--- src/rtl/aes_ctr_pkg.sv ---
// Shared widths, default timing constants and the controller state encoding
// for the AES-CTR stream controller.
package aes_ctr_pkg;

    localparam int unsigned KEYLEN         = 128;
    localparam int unsigned TIMEOUT_CYCLES = 64;
    localparam int unsigned NBLK_W         = 16;
    localparam int unsigned RUN_CYCLES     = 2;

    typedef enum logic [2:0] {
        ST_IDLE = 3'd0,
        ST_ARM  = 3'd1,
        ST_RUN  = 3'd2,
        ST_WAIT = 3'd3,
        ST_EMIT = 3'd4,
        ST_ERR  = 3'd5
    } ctrl_state_t;

endpackage

--- src/rtl/aes_ctr_stream_ctrl_if.sv ---
// Session config, block streams and core-side signals of the AES-CTR stream controller.
// The controller takes the slave modport; the environment (host + core) takes master.
interface aes_ctr_stream_ctrl_if #(
    parameter int unsigned KEYLEN = aes_ctr_pkg::KEYLEN
);
    localparam int unsigned HALF   = KEYLEN / 2;
    localparam int unsigned NBLK_W = aes_ctr_pkg::NBLK_W;

    logic              cfg_valid;
    logic              cfg_ready;
    logic              cfg_encNotDec;
    logic [KEYLEN-1:0] cfg_key;
    logic [HALF-1:0]   cfg_nonce;
    logic [HALF-1:0]   cfg_counter;
    logic [NBLK_W-1:0] cfg_nblocks;
    logic              abort;

    logic              in_valid;
    logic              in_ready;
    logic [KEYLEN-1:0] in_data;

    logic              out_valid;
    logic              out_ready;
    logic [KEYLEN-1:0] out_data;
    logic              out_last;

    logic              core_rst;
    logic              core_encNotDec;
    logic [KEYLEN-1:0] core_key;
    logic [HALF-1:0]   core_nonce;
    logic [HALF-1:0]   core_counterIn;
    logic [KEYLEN-1:0] core_messageIn;
    logic [KEYLEN-1:0] core_cipherIn;
    logic              core_done_message;
    logic              core_done_cipher;
    logic [KEYLEN-1:0] core_messageOut;
    logic [KEYLEN-1:0] core_cipherOut;

    logic              busy;
    logic              err_timeout;
    logic              err_wrap;

    modport slave (
        input  cfg_valid, cfg_encNotDec, cfg_key, cfg_nonce, cfg_counter, cfg_nblocks, abort,
        input  in_valid, in_data, out_ready,
        input  core_done_message, core_done_cipher, core_messageOut, core_cipherOut,
        output cfg_ready, in_ready, out_valid, out_data, out_last,
        output core_rst, core_encNotDec, core_key, core_nonce, core_counterIn,
        output core_messageIn, core_cipherIn, busy, err_timeout, err_wrap
    );

    modport master (
        output cfg_valid, cfg_encNotDec, cfg_key, cfg_nonce, cfg_counter, cfg_nblocks, abort,
        output in_valid, in_data, out_ready,
        output core_done_message, core_done_cipher, core_messageOut, core_cipherOut,
        input  cfg_ready, in_ready, out_valid, out_data, out_last,
        input  core_rst, core_encNotDec, core_key, core_nonce, core_counterIn,
        input  core_messageIn, core_cipherIn, busy, err_timeout, err_wrap
    );

endinterface

--- src/rtl/aes_ctr_watchdog.sv ---
// WAIT-phase watchdog: counts enabled cycles since the last clear and flags
// the cycle that is the TIMEOUT_CYCLES-th one.
module aes_ctr_watchdog #(
    parameter int unsigned TIMEOUT_CYCLES = aes_ctr_pkg::TIMEOUT_CYCLES
) (
    input  logic clk,
    input  logic rst_n,
    input  logic i_clear,
    input  logic i_enable,
    output logic o_expired
);
    localparam int unsigned CNT_W = (TIMEOUT_CYCLES > 1) ? $clog2(TIMEOUT_CYCLES) : 1;
    localparam logic [CNT_W-1:0] LAST = CNT_W'(TIMEOUT_CYCLES - 1);

    logic [CNT_W-1:0] r_cnt;
    logic [CNT_W-1:0] w_cnt_nxt;
    logic             r_expired;

    // Saturates at the final cycle so expired stays high until cleared
    always_comb begin
        w_cnt_nxt = r_cnt;
        if (i_clear) begin
            w_cnt_nxt = '0;
        end else if (i_enable && (r_cnt != LAST)) begin
            w_cnt_nxt = r_cnt + CNT_W'(1);
        end
    end

    always_ff @(posedge clk or negedge rst_n) begin
        if (!rst_n) begin
            r_cnt     <= '0;
            r_expired <= 1'b0;
        end else begin
            r_cnt     <= w_cnt_nxt;
            r_expired <= (w_cnt_nxt == LAST);
        end
    end

    assign o_expired = r_expired;

endmodule

--- src/rtl/aes_ctr_stream_ctrl.sv ---
// Session/stream controller wrapping an aes_CTR_mode core: one block per
// ARM -> RUN -> WAIT -> EMIT pass, counter advanced per emitted block.
module aes_ctr_stream_ctrl #(
    parameter int unsigned KEYLEN         = aes_ctr_pkg::KEYLEN,
    parameter int unsigned TIMEOUT_CYCLES = aes_ctr_pkg::TIMEOUT_CYCLES
) (
    input  logic                 clk,
    input  logic                 rst_n,
    aes_ctr_stream_ctrl_if.slave bus
);
    import aes_ctr_pkg::*;

    localparam int unsigned HALF  = KEYLEN / 2;
    localparam int unsigned RUN_W = (RUN_CYCLES > 1) ? $clog2(RUN_CYCLES) : 1;

    ctrl_state_t       r_state;
    ctrl_state_t       w_state_nxt;
    logic [RUN_W-1:0]  r_run_cnt;

    logic              r_enc;
    logic [KEYLEN-1:0] r_key;
    logic [HALF-1:0]   r_nonce;
    logic [HALF-1:0]   r_counter;
    logic [NBLK_W-1:0] r_remaining;
    logic [KEYLEN-1:0] r_block;
    logic [KEYLEN-1:0] r_out_data;

    logic r_cfg_ready, r_in_ready, r_out_valid, r_out_last, r_core_rst, r_busy;
    logic r_err_timeout, r_err_wrap;

    logic w_cfg_hs, w_in_hs, w_out_hs, w_done, w_expired;
    logic w_load_cfg, w_load_blk, w_load_out, w_advance;
    logic w_set_to, w_set_wrap, w_clr_err;

    assign w_cfg_hs = bus.cfg_valid && r_cfg_ready;
    assign w_in_hs  = bus.in_valid  && r_in_ready;
    assign w_out_hs = r_out_valid   && bus.out_ready;
    assign w_done   = r_enc ? bus.core_done_cipher : bus.core_done_message;

    aes_ctr_watchdog #(
        .TIMEOUT_CYCLES (TIMEOUT_CYCLES)
    ) u_watchdog (
        .clk       (clk),
        .rst_n     (rst_n),
        .i_clear   (r_state != ST_WAIT),
        .i_enable  (r_state == ST_WAIT),
        .o_expired (w_expired)
    );

    always_ff @(posedge clk or negedge rst_n) begin
        if (!rst_n) begin
            r_state <= ST_IDLE;
        end else begin
            r_state <= w_state_nxt;
        end
    end

    // Next state and datapath strobes; abort overrides everything last
    always_comb begin
        w_state_nxt = r_state;
        w_load_cfg  = 1'b0;
        w_load_blk  = 1'b0;
        w_load_out  = 1'b0;
        w_advance   = 1'b0;
        w_set_to    = 1'b0;
        w_set_wrap  = 1'b0;
        w_clr_err   = 1'b0;
        case (r_state)
            ST_IDLE: begin
                if (w_cfg_hs) begin
                    w_load_cfg  = 1'b1;
                    w_clr_err   = 1'b1;
                    w_state_nxt = (bus.cfg_nblocks == '0) ? ST_IDLE : ST_ARM;
                end
            end
            ST_ARM: begin
                if (w_in_hs) begin
                    w_load_blk  = 1'b1;
                    w_state_nxt = ST_RUN;
                end
            end
            ST_RUN: begin
                if (r_run_cnt == RUN_W'(RUN_CYCLES - 1)) begin
                    w_state_nxt = ST_WAIT;
                end
            end
            ST_WAIT: begin
                if (w_done) begin
                    w_load_out  = 1'b1;
                    w_state_nxt = ST_EMIT;
                end else if (w_expired) begin
                    w_set_to    = 1'b1;
                    w_state_nxt = ST_ERR;
                end
            end
            ST_EMIT: begin
                if (w_out_hs) begin
                    if ((r_remaining != NBLK_W'(1)) && (&r_counter)) begin
                        w_set_wrap  = 1'b1;
                        w_state_nxt = ST_ERR;
                    end else begin
                        w_advance   = 1'b1;
                        w_state_nxt = (r_remaining == NBLK_W'(1)) ? ST_IDLE : ST_ARM;
                    end
                end
            end
            ST_ERR: begin
                w_state_nxt = ST_ERR;
            end
            default: begin
                w_state_nxt = ST_IDLE;
            end
        endcase
        if (bus.abort) begin
            w_state_nxt = ST_IDLE;
            w_load_cfg  = 1'b0;
            w_load_blk  = 1'b0;
            w_load_out  = 1'b0;
            w_advance   = 1'b0;
            w_set_to    = 1'b0;
            w_set_wrap  = 1'b0;
            w_clr_err   = 1'b1;
        end
    end

    always_ff @(posedge clk or negedge rst_n) begin
        if (!rst_n) begin
            r_run_cnt <= '0;
        end else if ((r_state == ST_RUN) && (w_state_nxt == ST_RUN)) begin
            r_run_cnt <= r_run_cnt + RUN_W'(1);
        end else begin
            r_run_cnt <= '0;
        end
    end

    // Session registers, captured block and result
    always_ff @(posedge clk or negedge rst_n) begin
        if (!rst_n) begin
            r_enc       <= 1'b0;
            r_key       <= '0;
            r_nonce     <= '0;
            r_counter   <= '0;
            r_remaining <= '0;
            r_block     <= '0;
            r_out_data  <= '0;
        end else begin
            if (w_load_cfg) begin
                r_enc       <= bus.cfg_encNotDec;
                r_key       <= bus.cfg_key;
                r_nonce     <= bus.cfg_nonce;
                r_counter   <= bus.cfg_counter;
                r_remaining <= bus.cfg_nblocks;
            end
            if (w_load_blk) begin
                r_block <= bus.in_data;
            end
            if (w_load_out) begin
                r_out_data <= r_enc ? bus.core_cipherOut : bus.core_messageOut;
            end
            if (w_advance) begin
                r_counter   <= r_counter + HALF'(1);
                r_remaining <= r_remaining - NBLK_W'(1);
            end
        end
    end

    // Handshake/status outputs registered from the next state
    always_ff @(posedge clk or negedge rst_n) begin
        if (!rst_n) begin
            r_cfg_ready   <= 1'b0;
            r_in_ready    <= 1'b0;
            r_out_valid   <= 1'b0;
            r_out_last    <= 1'b0;
            r_core_rst    <= 1'b1;
            r_busy        <= 1'b0;
            r_err_timeout <= 1'b0;
            r_err_wrap    <= 1'b0;
        end else begin
            r_cfg_ready <= (w_state_nxt == ST_IDLE);
            r_in_ready  <= (w_state_nxt == ST_ARM);
            r_out_valid <= (w_state_nxt == ST_EMIT);
            r_out_last  <= (w_state_nxt == ST_EMIT) && (r_remaining == NBLK_W'(1));
            r_core_rst  <= (w_state_nxt != ST_WAIT);
            r_busy      <= (w_state_nxt != ST_IDLE);
            if (w_clr_err) begin
                r_err_timeout <= 1'b0;
                r_err_wrap    <= 1'b0;
            end else begin
                if (w_set_to) begin
                    r_err_timeout <= 1'b1;
                end
                if (w_set_wrap) begin
                    r_err_wrap <= 1'b1;
                end
            end
        end
    end

    assign bus.cfg_ready      = r_cfg_ready;
    assign bus.in_ready       = r_in_ready;
    assign bus.out_valid      = r_out_valid;
    assign bus.out_data       = r_out_data;
    assign bus.out_last       = r_out_last;
    assign bus.core_rst       = r_core_rst;
    assign bus.core_encNotDec = r_enc;
    assign bus.core_key       = r_key;
    assign bus.core_nonce     = r_nonce;
    assign bus.core_counterIn = r_counter;
    assign bus.core_messageIn = r_block;
    assign bus.core_cipherIn  = r_block;
    assign bus.busy           = r_busy;
    assign bus.err_timeout    = r_err_timeout;
    assign bus.err_wrap       = r_err_wrap;

endmodule

--- src/flat_wrapper.sv ---
// flat-port wrapper written by rule: the top's interface ports become plain ports
module aes_ctr_stream_ctrl_flat import aes_ctr_pkg::*;
#(
    parameter int unsigned KEYLEN         = aes_ctr_pkg::KEYLEN,
    parameter int unsigned TIMEOUT_CYCLES = aes_ctr_pkg::TIMEOUT_CYCLES
)
  (clk, rst_n, bus_cfg_valid, bus_cfg_encNotDec, bus_cfg_key, bus_cfg_nonce, bus_cfg_counter, bus_cfg_nblocks, bus_abort, bus_in_valid, bus_in_data, bus_out_ready, bus_core_done_message, bus_core_done_cipher, bus_core_messageOut, bus_core_cipherOut, bus_cfg_ready, bus_in_ready, bus_out_valid, bus_out_data, bus_out_last, bus_core_rst, bus_core_encNotDec, bus_core_key, bus_core_nonce, bus_core_counterIn, bus_core_messageIn, bus_core_cipherIn, bus_busy, bus_err_timeout, bus_err_wrap);
  aes_ctr_stream_ctrl_if #(.KEYLEN(KEYLEN)) bus_i ();
  input  logic clk;
  input  logic rst_n;
  input wire logic [$bits(bus_i.cfg_valid)-1:0] bus_cfg_valid;
  input wire logic [$bits(bus_i.cfg_encNotDec)-1:0] bus_cfg_encNotDec;
  input wire logic [$bits(bus_i.cfg_key)-1:0] bus_cfg_key;
  input wire logic [$bits(bus_i.cfg_nonce)-1:0] bus_cfg_nonce;
  input wire logic [$bits(bus_i.cfg_counter)-1:0] bus_cfg_counter;
  input wire logic [$bits(bus_i.cfg_nblocks)-1:0] bus_cfg_nblocks;
  input wire logic [$bits(bus_i.abort)-1:0] bus_abort;
  input wire logic [$bits(bus_i.in_valid)-1:0] bus_in_valid;
  input wire logic [$bits(bus_i.in_data)-1:0] bus_in_data;
  input wire logic [$bits(bus_i.out_ready)-1:0] bus_out_ready;
  input wire logic [$bits(bus_i.core_done_message)-1:0] bus_core_done_message;
  input wire logic [$bits(bus_i.core_done_cipher)-1:0] bus_core_done_cipher;
  input wire logic [$bits(bus_i.core_messageOut)-1:0] bus_core_messageOut;
  input wire logic [$bits(bus_i.core_cipherOut)-1:0] bus_core_cipherOut;
  output wire logic [$bits(bus_i.cfg_ready)-1:0] bus_cfg_ready;
  output wire logic [$bits(bus_i.in_ready)-1:0] bus_in_ready;
  output wire logic [$bits(bus_i.out_valid)-1:0] bus_out_valid;
  output wire logic [$bits(bus_i.out_data)-1:0] bus_out_data;
  output wire logic [$bits(bus_i.out_last)-1:0] bus_out_last;
  output wire logic [$bits(bus_i.core_rst)-1:0] bus_core_rst;
  output wire logic [$bits(bus_i.core_encNotDec)-1:0] bus_core_encNotDec;
  output wire logic [$bits(bus_i.core_key)-1:0] bus_core_key;
  output wire logic [$bits(bus_i.core_nonce)-1:0] bus_core_nonce;
  output wire logic [$bits(bus_i.core_counterIn)-1:0] bus_core_counterIn;
  output wire logic [$bits(bus_i.core_messageIn)-1:0] bus_core_messageIn;
  output wire logic [$bits(bus_i.core_cipherIn)-1:0] bus_core_cipherIn;
  output wire logic [$bits(bus_i.busy)-1:0] bus_busy;
  output wire logic [$bits(bus_i.err_timeout)-1:0] bus_err_timeout;
  output wire logic [$bits(bus_i.err_wrap)-1:0] bus_err_wrap;
  assign bus_i.cfg_valid = bus_cfg_valid;
  assign bus_i.cfg_encNotDec = bus_cfg_encNotDec;
  assign bus_i.cfg_key = bus_cfg_key;
  assign bus_i.cfg_nonce = bus_cfg_nonce;
  assign bus_i.cfg_counter = bus_cfg_counter;
  assign bus_i.cfg_nblocks = bus_cfg_nblocks;
  assign bus_i.abort = bus_abort;
  assign bus_i.in_valid = bus_in_valid;
  assign bus_i.in_data = bus_in_data;
  assign bus_i.out_ready = bus_out_ready;
  assign bus_i.core_done_message = bus_core_done_message;
  assign bus_i.core_done_cipher = bus_core_done_cipher;
  assign bus_i.core_messageOut = bus_core_messageOut;
  assign bus_i.core_cipherOut = bus_core_cipherOut;
  assign bus_cfg_ready = bus_i.cfg_ready;
  assign bus_in_ready = bus_i.in_ready;
  assign bus_out_valid = bus_i.out_valid;
  assign bus_out_data = bus_i.out_data;
  assign bus_out_last = bus_i.out_last;
  assign bus_core_rst = bus_i.core_rst;
  assign bus_core_encNotDec = bus_i.core_encNotDec;
  assign bus_core_key = bus_i.core_key;
  assign bus_core_nonce = bus_i.core_nonce;
  assign bus_core_counterIn = bus_i.core_counterIn;
  assign bus_core_messageIn = bus_i.core_messageIn;
  assign bus_core_cipherIn = bus_i.core_cipherIn;
  assign bus_busy = bus_i.busy;
  assign bus_err_timeout = bus_i.err_timeout;
  assign bus_err_wrap = bus_i.err_wrap;
  aes_ctr_stream_ctrl #(.KEYLEN(KEYLEN), .TIMEOUT_CYCLES(TIMEOUT_CYCLES)) u_core (.clk(clk), .rst_n(rst_n), .bus(bus_i));
endmodule
--- config.mk ---
export PLATFORM = sky130hd
export DESIGN_NAME = aes_ctr_stream_ctrl_flat
export DESIGN_NICKNAME = d
export VERILOG_FILES = /design/src/rtl/aes_ctr_pkg.sv /design/src/rtl/aes_ctr_stream_ctrl_if.sv /design/src/rtl/aes_ctr_watchdog.sv /design/src/rtl/aes_ctr_stream_ctrl.sv /design/src/flat_wrapper.sv
export SDC_FILE = /design/constraint.sdc
export NUM_CORES = 1
export LEC_CHECK = 0
export CAP_MARGIN = 20
export CORE_AREA = 3 3 506 508
export DETAILED_ROUTE_END_ITERATION = 7
export DIE_AREA = 0 0 509 511
export HOLD_SLACK_MARGIN = 0.02
export SYNTH_ARGS = -nofsm -noshare
export SYNTH_HDL_FRONTEND = slang
export SYNTH_SLANG_ARGS = --single-unit
--- constraint.sdc ---
create_clock -name clk -period 5.21 [get_ports clk]
set_clock_uncertainty 0.15 [all_clocks]
set_input_delay 0.521 -clock clk [delete_from_list [all_inputs] [get_ports clk]]
set_output_delay 0.521 -clock clk [all_outputs]
set_load 0.03 [all_outputs]
==> results.toml, run 1 <==
[grt]
grt_max_degree = 140
grtUsageMet1_pct = 15.3
grtUsageTotal_pct = 13.3
overflow = 0
gr-usage-met3_pct = 5.88
grt_pass1_vias = 24548
use_met2_pct = 21.8
grt_pass1_wl_mm = 233
busiest_layer = "met2"
antenna_found_initial = 114

[worst_setup_path]
crit_family = "simple AND/OR/NAND/NOR gates"
slowest_delay_ps = 950
cp.required_ps = 5600
critPathKind = "flip-flop to flip-flop"
crit_fanout = 30
crit_path_start_kind = "flip-flop"
path_buf_inv = 1
endpoint_kind = "flip-flop"
cpMostUsedCell = "nor4_1"
timing.critical_path.cells = "nand4_1, nor4_1, nand4bb_1, o21ai_4, buf_4, nor4_1, a221o_1"
crit_slowest_cell = "o21ai_4"
crit_arrival_ps = 4530

[route]
first_iter_violations = 1988
wl_mm = 180
antenna_left = 0
dr_total_vias = 24535
drc = 0
vias_per_cell = 3.46
drtPass1Iterations = 5
wl_per_cell_um = 25.4

[synth]
synth-seq-area-share_pct = 55.5
ys.flop_type = "dfrtp_1"
syn_avg_cell_area_um2 = 9.91
syn_area_mm2 = 0.0247
syn_inst = 2492
synth-seq-cells = 548
synth_async_sr_flop_share_pct = 100
ys_warn_count = 0
synth.distinct_cells = 72
syn-num-nets = 3161
synth_edf_count = 0

[final_layout]
final_cell_mix = "clkdlybuf4s50_1 (1,309), nand2_1 (671), dfrtp_1 (546)"
areaGrowthSynthToFinish_pct = 76.9
layout-drive-gt1-share_pct = 8.62
final_area_mm2 = 0.0437
nets = 4325
final_common_cell = "clkdlybuf4s50_1"

[job]
max_cap_violations = 0

[place]
post_dp_cell_area_mm2 = 0.0410
portBuffers = 1313
hpwlAfterDp_mm = 150
place.gp.congestion = 0.965

[timing]
drv_slew = 0
setup_viol = 0
slew_headroom_pct = 32.0
hold_viol_final = 0
finalCriticalPeriod_ps = 4130
period_share_pct = 79.4
rsz0062_at_grt = "no"
fin_tns_setup_ps = 0
clock.fmax_mhz = 242
tightest_slew_ps = 1020

[floorplan]
fp.dieH_um = 511
start_util_pct = 9.82
row_count = 184
core_area_mm2 = 0.252
dieArea_mm2 = 0.260
pin_count = 1314
die_w_um = 509

[cts]
cts_tree = "yes"
cts.path.max_buffers = 3
h-tree-depth = 3
clkTransAtPathRegs_ps = 60
cts_setup_buffers = 0
cts_sinks = 548
ctsRootBufferMaster = "clkbuf_16"
cts_made_buffers = 75
cts_hold_buffers = 1
cts_resized = 0
clock_latency_ps = 670

[min_path]
hold_path.class = "input port to flip-flop"

[run_status]
status = "completed"

[pwr]
irDropWorstVdd_mv = 0.253
power.leakage_nw = 17.8
powerDensity_mw_per_mm2 = 490
synthesized netlist by cell type (6+ instances only):
cell type	count	share of area (%)
a21oi_1	155	3.1
a221o_1	6	0.24
a22oi_1	9	0.27
a31oi_1	8	0.20
and2_1	7	0.18
and3_1	16	0.41
buf_1	7	0.11
buf_2	12	0.24
buf_4	129	3.9
clkbuf_1	121	1.8
dfrtp_1	547	55
inv_1	31	0.47
mux2_2	130	5.9
mux2i_1	132	5.3
nand2_1	672	10
nand3_1	45	0.91
nand4_1	20	0.51
nor2_1	179	2.7
nor3_1	29	0.59
nor4_1	25	0.63
o211ai_1	31	0.94
o21ai_0	29	0.59
o22ai_1	11	0.28
o311ai_0	16	0.57
or3_1	16	0.41
or4_1	14	0.43
path summary, 6_finish.rpt:
| kind | start | endpoint | slack [ps] | cells past startpoint |
|---|---|---|---|---|
| worst min register to register | u_core.r_run_cnt$_DFF_PN0_ | u_core.r_run_cnt$_DFF_PN0_ | 310 | 1 |
| worst max register to register | u_core.bus.core_counterIn[14]$_DFFE_PN0P_ | u_core.bus.core_counterIn[45]$_DFFE_PN0P_ | 1080 | 7 |
| worst min-delay path | bus_cfg_nonce[11] | u_core.bus.core_nonce[11]$_DFFE_PN0P_ | 190 | 3 |
| worst max-delay path | u_core.bus.core_counterIn[14]$_DFFE_PN0P_ | u_core.bus.core_counterIn[45]$_DFFE_PN0P_ | 1080 | 7 |
| min in group asynchronous | rst_n | u_core.bus.core_key[45]$_DFFE_PN0P_ | 310 | 2 |
| max in group asynchronous | rst_n | u_core.bus.out_data[37]$_DFFE_PN0P_ | 3300 | 3 |
routing by layer:
metal | routed length [um] | vias up
met4 | 7030 | 40
li1 | - | 10732
met2 | 83100 | 1494
met3 | 21100 | 325
met1 | 68700 | 11944
met5 | 242 | -
cell families (layout without fill, tap and decap cells):
family	after synthesis	after routing	synth area share, %
buffers and inverters	300	1521	6.58
flip-flops	548	548	55.5
AND/OR/NAND/NOR	1051	1051	18.1
AO/OA/AOI/OAI	323	323	8.21
XOR/XNOR	4	4	0.142
multiplexers	262	262	11.3
other	0	35	0
adder cells (fa/ha/maj)	4	4	0.203
through the flow:
| step | hold slack [ps] | utilization (%) | cells | worst slack [ps] | total power [mW] |
|---|---|---|---|---|---|
| after detailed placement | 301 | 16.3 | 6926 | 1260 | 15.9 |
| final | 194 | 17.4 | 7096 | 1080 | 21.4 |
| after floorplan | 75.4 | - | 2492 | 2450 | 11.2 |
| after global routing | 123 | 17.3 | 7080 | 843 | 22.4 |
| after CTS | 66.5 | 17.3 | 7061 | 1240 | 21.7 |
| after global placement | 273 | 16.3 | 6925 | 1460 | 15.9 |
state kept, by name, summed over array words and instances, names as in the netlist:
name                         flops
u_core.u_watchdog.o_expired      1
u_core.bus.core_nonce           64
u_core.bus.core_key            128
u_core.u_watchdog.r_cnt          6
u_core.r_remaining              16
u_core.bus.core_counterIn       64
u_core.bus.err_wrap              1
u_core.r_state                   3
u_core.bus.out_valid             1
u_core.bus.core_cipherIn       128
u_core.bus.cfg_ready             1
u_core.bus.out_data            128
u_core.r_run_cnt                 1
u_core.bus.err_timeout           1
u_core.bus.core_encNotDec        1
u_core.bus.busy                  1
u_core.bus.in_ready              1
u_core.bus.core_rst              1
u_core.bus.out_last              1
worst min-delay path, stage by stage:
cell,delay [ps]
clkdlybuf4s50_1,400
nand2_1,50
nand2_1,40
layout make-up:
type	instances	area [um2]
Antenna cell	35	87.6
Clock buffer	103	2110
Clock inverter	31	484
Fill cell	27813	208000
Inverter	31	116
Multi-Input combinational cell	1644	9410
Sequential cell	548	13700
Tap cell	3348	4190
Timing Repair Buffer	1356	13600
power breakdown:
| part | switching, mW | leakage, nW | total [mW] | internal (mW) |
|---|---|---|---|---|
| registers | 1.17 | 6.95 | 6.58 | 5.41 |
| logic | 5.53 | 9.62 | 9.23 | 3.70 |
| clock network | 2.28 | 1.26 | 5.59 | 3.31 |
| total | 8.98 | 17.8 | 21.4 | 12.4 |
Power figures use the tool's default switching activity.
==> inputs of run 2 (changes only) <==
--- a/config.mk
+++ b/config.mk
@@ -6,9 +6,9 @@
 export NUM_CORES = 1
 export LEC_CHECK = 0
 export CAP_MARGIN = 20
-export CORE_AREA = 3 3 506 508
+export CORE_AREA = 3 3 510 512
 export DETAILED_ROUTE_END_ITERATION = 7
-export DIE_AREA = 0 0 509 511
+export DIE_AREA = 0 0 513 515
 export HOLD_SLACK_MARGIN = 0.02
 export SYNTH_ARGS = -nofsm -noshare
 export SYNTH_HDL_FRONTEND = slang
==> constraint.sdc (replaced) <==
create_clock -name clk -period 4 [get_ports clk]
set_clock_uncertainty 0.15 [all_clocks]
set_input_delay 0.4 -clock clk [delete_from_list [all_inputs] [get_ports clk]]
set_output_delay 0.4 -clock clk [all_outputs]
set_load 0.03 [all_outputs]
==> run 2 against run 1 <==
Routed wire length is 0.61% higher. Critical endpoint is now u_core.bus.core_counterIn[21]$_DFFE_PN0P_. Global-route usage decreased by 0.17 points. Combinational power rose by 31%. Power is 28% higher. Sequential share of layout area down 0.46 points. Die area increased by 1.6%. Flip-flop and latch count did not move. First-iteration DRC count grew 4.2%. Non-clock buffer count rose by 84. Critical path depth rose by 1. Fmax grew 22%. Core utilization shrank 0.060 points.
==> results.toml, run 2 (synthesis results as in run 1) <==
[final_layout]
finish.utilization_pct = 17.3
layout-drive-gt1-share_pct = 8.79
final_cell_mix = "clkdlybuf4s50_1 (1,310), nand2_1 (671), dfrtp_1 (546)"
areaGrowthSynthToFinish_pct = 79.5
fin_cells = 7194
fillers = 28370
final_common_cell = "clkdlybuf4s50_1"
nets = 4406

[cts]
clkTransAtPathRegs_ps = 60
cts_resized = 0
h-tree-depth = 3
cts_sinks = 548
cts.path.max_buffers = 3
ctsRootBufferMaster = "clkbuf_16"
cts_made_buffers = 72
clock_latency_ps = 680
cts_tree = "yes"

[worst_setup_path]
crit_family = "simple AND/OR/NAND/NOR gates"
crit_arrival_ps = 3770
slowest_delay_ps = 720
endpoint_kind = "flip-flop"
crit_fanout = 12
crit_slowest_cell = "or4_1"
cpMostUsedCell = "buf_4"
cp-startpoint = "u_core.bus.core_counterIn[20]$_DFFE_PN0P_"
ff2ff_setup_slack_ps = 620
r2r_cells = 8
cp.depth = 8
cp.required_ps = 4390
timing.critical_path.cells = "nand4_1, or4_1, nand4bb_1, buf_4, o21ai_2, buf_4, o21ai_0, o211ai_1"
path_buf_inv = 2
timing.rr.end = "u_core.bus.core_counterIn[21]$_DFFE_PN0P_"
crit_path_start_kind = "flip-flop"
r2r_start = "u_core.bus.core_counterIn[20]$_DFFE_PN0P_"
critPathKind = "flip-flop to flip-flop"
crit_end = "u_core.bus.core_counterIn[21]$_DFFE_PN0P_"

[pwr]
p_total_mw = 27.3
irDropWorstVdd_mv = 0.375
power.leakage_nw = 18.1
powerDensity_mw_per_mm2 = 616

[timing]
hold_viol_final = 0
slew_headroom_pct = 28.0
drv_slew = 0
finalCriticalPeriod_ps = 3380
clock.fmax_mhz = 296
rsz0062_at_grt = "no"
fin_tns_setup_ps = 0
period_share_pct = 84.4
setup_ws_ps = 624
setup_viol = 0
tightest_slew_ps = 1080

[route]
dr_total_vias = 24956
antenna_left = 0
first_iter_violations = 2072
drtPass1Iterations = 6
wl_mm = 181
wl_per_cell_um = 25.2
drc = 0
vias_per_cell = 3.47

[place]
hpwlAfterDp_mm = 152
portBuffers = 1313
dp_slack_ps = 629
dp.cells = 6992
place.gp.congestion = 0.959

[min_path]
hold_path.class = "input port to async pin"

[grt]
overflow = 0
grtUsageTotal_pct = 13.1
grt_pass1_vias = 24744
antenna_found_initial = 134
grt_max_degree = 183
grt_pass1_wl_mm = 234

[floorplan]
start_util_pct = 9.64
fp.dieH_um = 515
dieArea_mm2 = 0.264
die_w_um = 513
pin_count = 1314
row_count = 186
core_area_mm2 = 0.256

[job]
max_cap_violations = 0

[run_status]
status = "completed"
run 2: how the worst min path moves through the flow:
stage,start,cells after the start,end
2_1_floorplan,rst_n,0,u_core.bus.busy$_DFF_PN0_
3_3_place_gp,rst_n,1,u_core.bus.core_key[46]$_DFFE_PN0P_
3_5_place_dp,rst_n,1,u_core.bus.core_key[46]$_DFFE_PN0P_
4_1_cts,bus_cfg_nonce[8],3,u_core.bus.core_nonce[8]$_DFFE_PN0P_
5_1_grt,bus_cfg_key[5],3,u_core.bus.core_key[5]$_DFFE_PN0P_
6_report,rst_n,2,u_core.bus.core_key[46]$_DFFE_PN0P_
run 2: worst reg2reg max path, stage by stage (launching register included):
cell,delay [ps]
dfrtp_1,550
nand4_1,260
or4_1,720
nand4bb_1,260
buf_4,210
o21ai_2,570
buf_4,290
o21ai_0,100
o211ai_1,160
run 2: timing repair:
action | CTS | global route
setup buffers | 0 | 0
hold buffers | 55 | 0
endpoints found under the hold margin | 110 | 0
run 2: routing by layer:
| metal | global-route usage [%] | part of all wire (%) |
|---|---|---|
| met1 | 14.6 | 37 |
| met2 | 21.8 | 46 |
| met3 | 6.01 | 11 |
| met4 | 4.88 | 4.8 |
| met5 | 0 | 0.22 |
run 2: cell type report:
class	instances	area [um2]	area share [%]
sequential	548	13700	30.9
antenna	22	55.1	0.124
timing repair buffer	1440	14500	32.6
clock buffer	109	2140	4.84
inverter	31	116	0.262
clock inverter	16	223	0.502
tap	3384	4230	9.55
multi-input combinational	1644	9390	21.2
run 2: through the flow:
stage / instance area [um2] / hold slack [ps]
after floorplan: 24700 / -45.6
after global placement: 41400 / 271
after detailed placement: 41400 / 274
after CTS: 44300 / 20.0
after global routing: 44300 / 49.1
final: 44300 / 80.0
run 2: power breakdown:
| part | internal [mW] | switching, mW | leakage, nW |
|---|---|---|---|
| Sequential | 7.05 | 1.48 | 6.95 |
| Clock | 3.89 | 2.77 | 1.15 |
| Combinational | 4.91 | 7.21 | 10.0 |
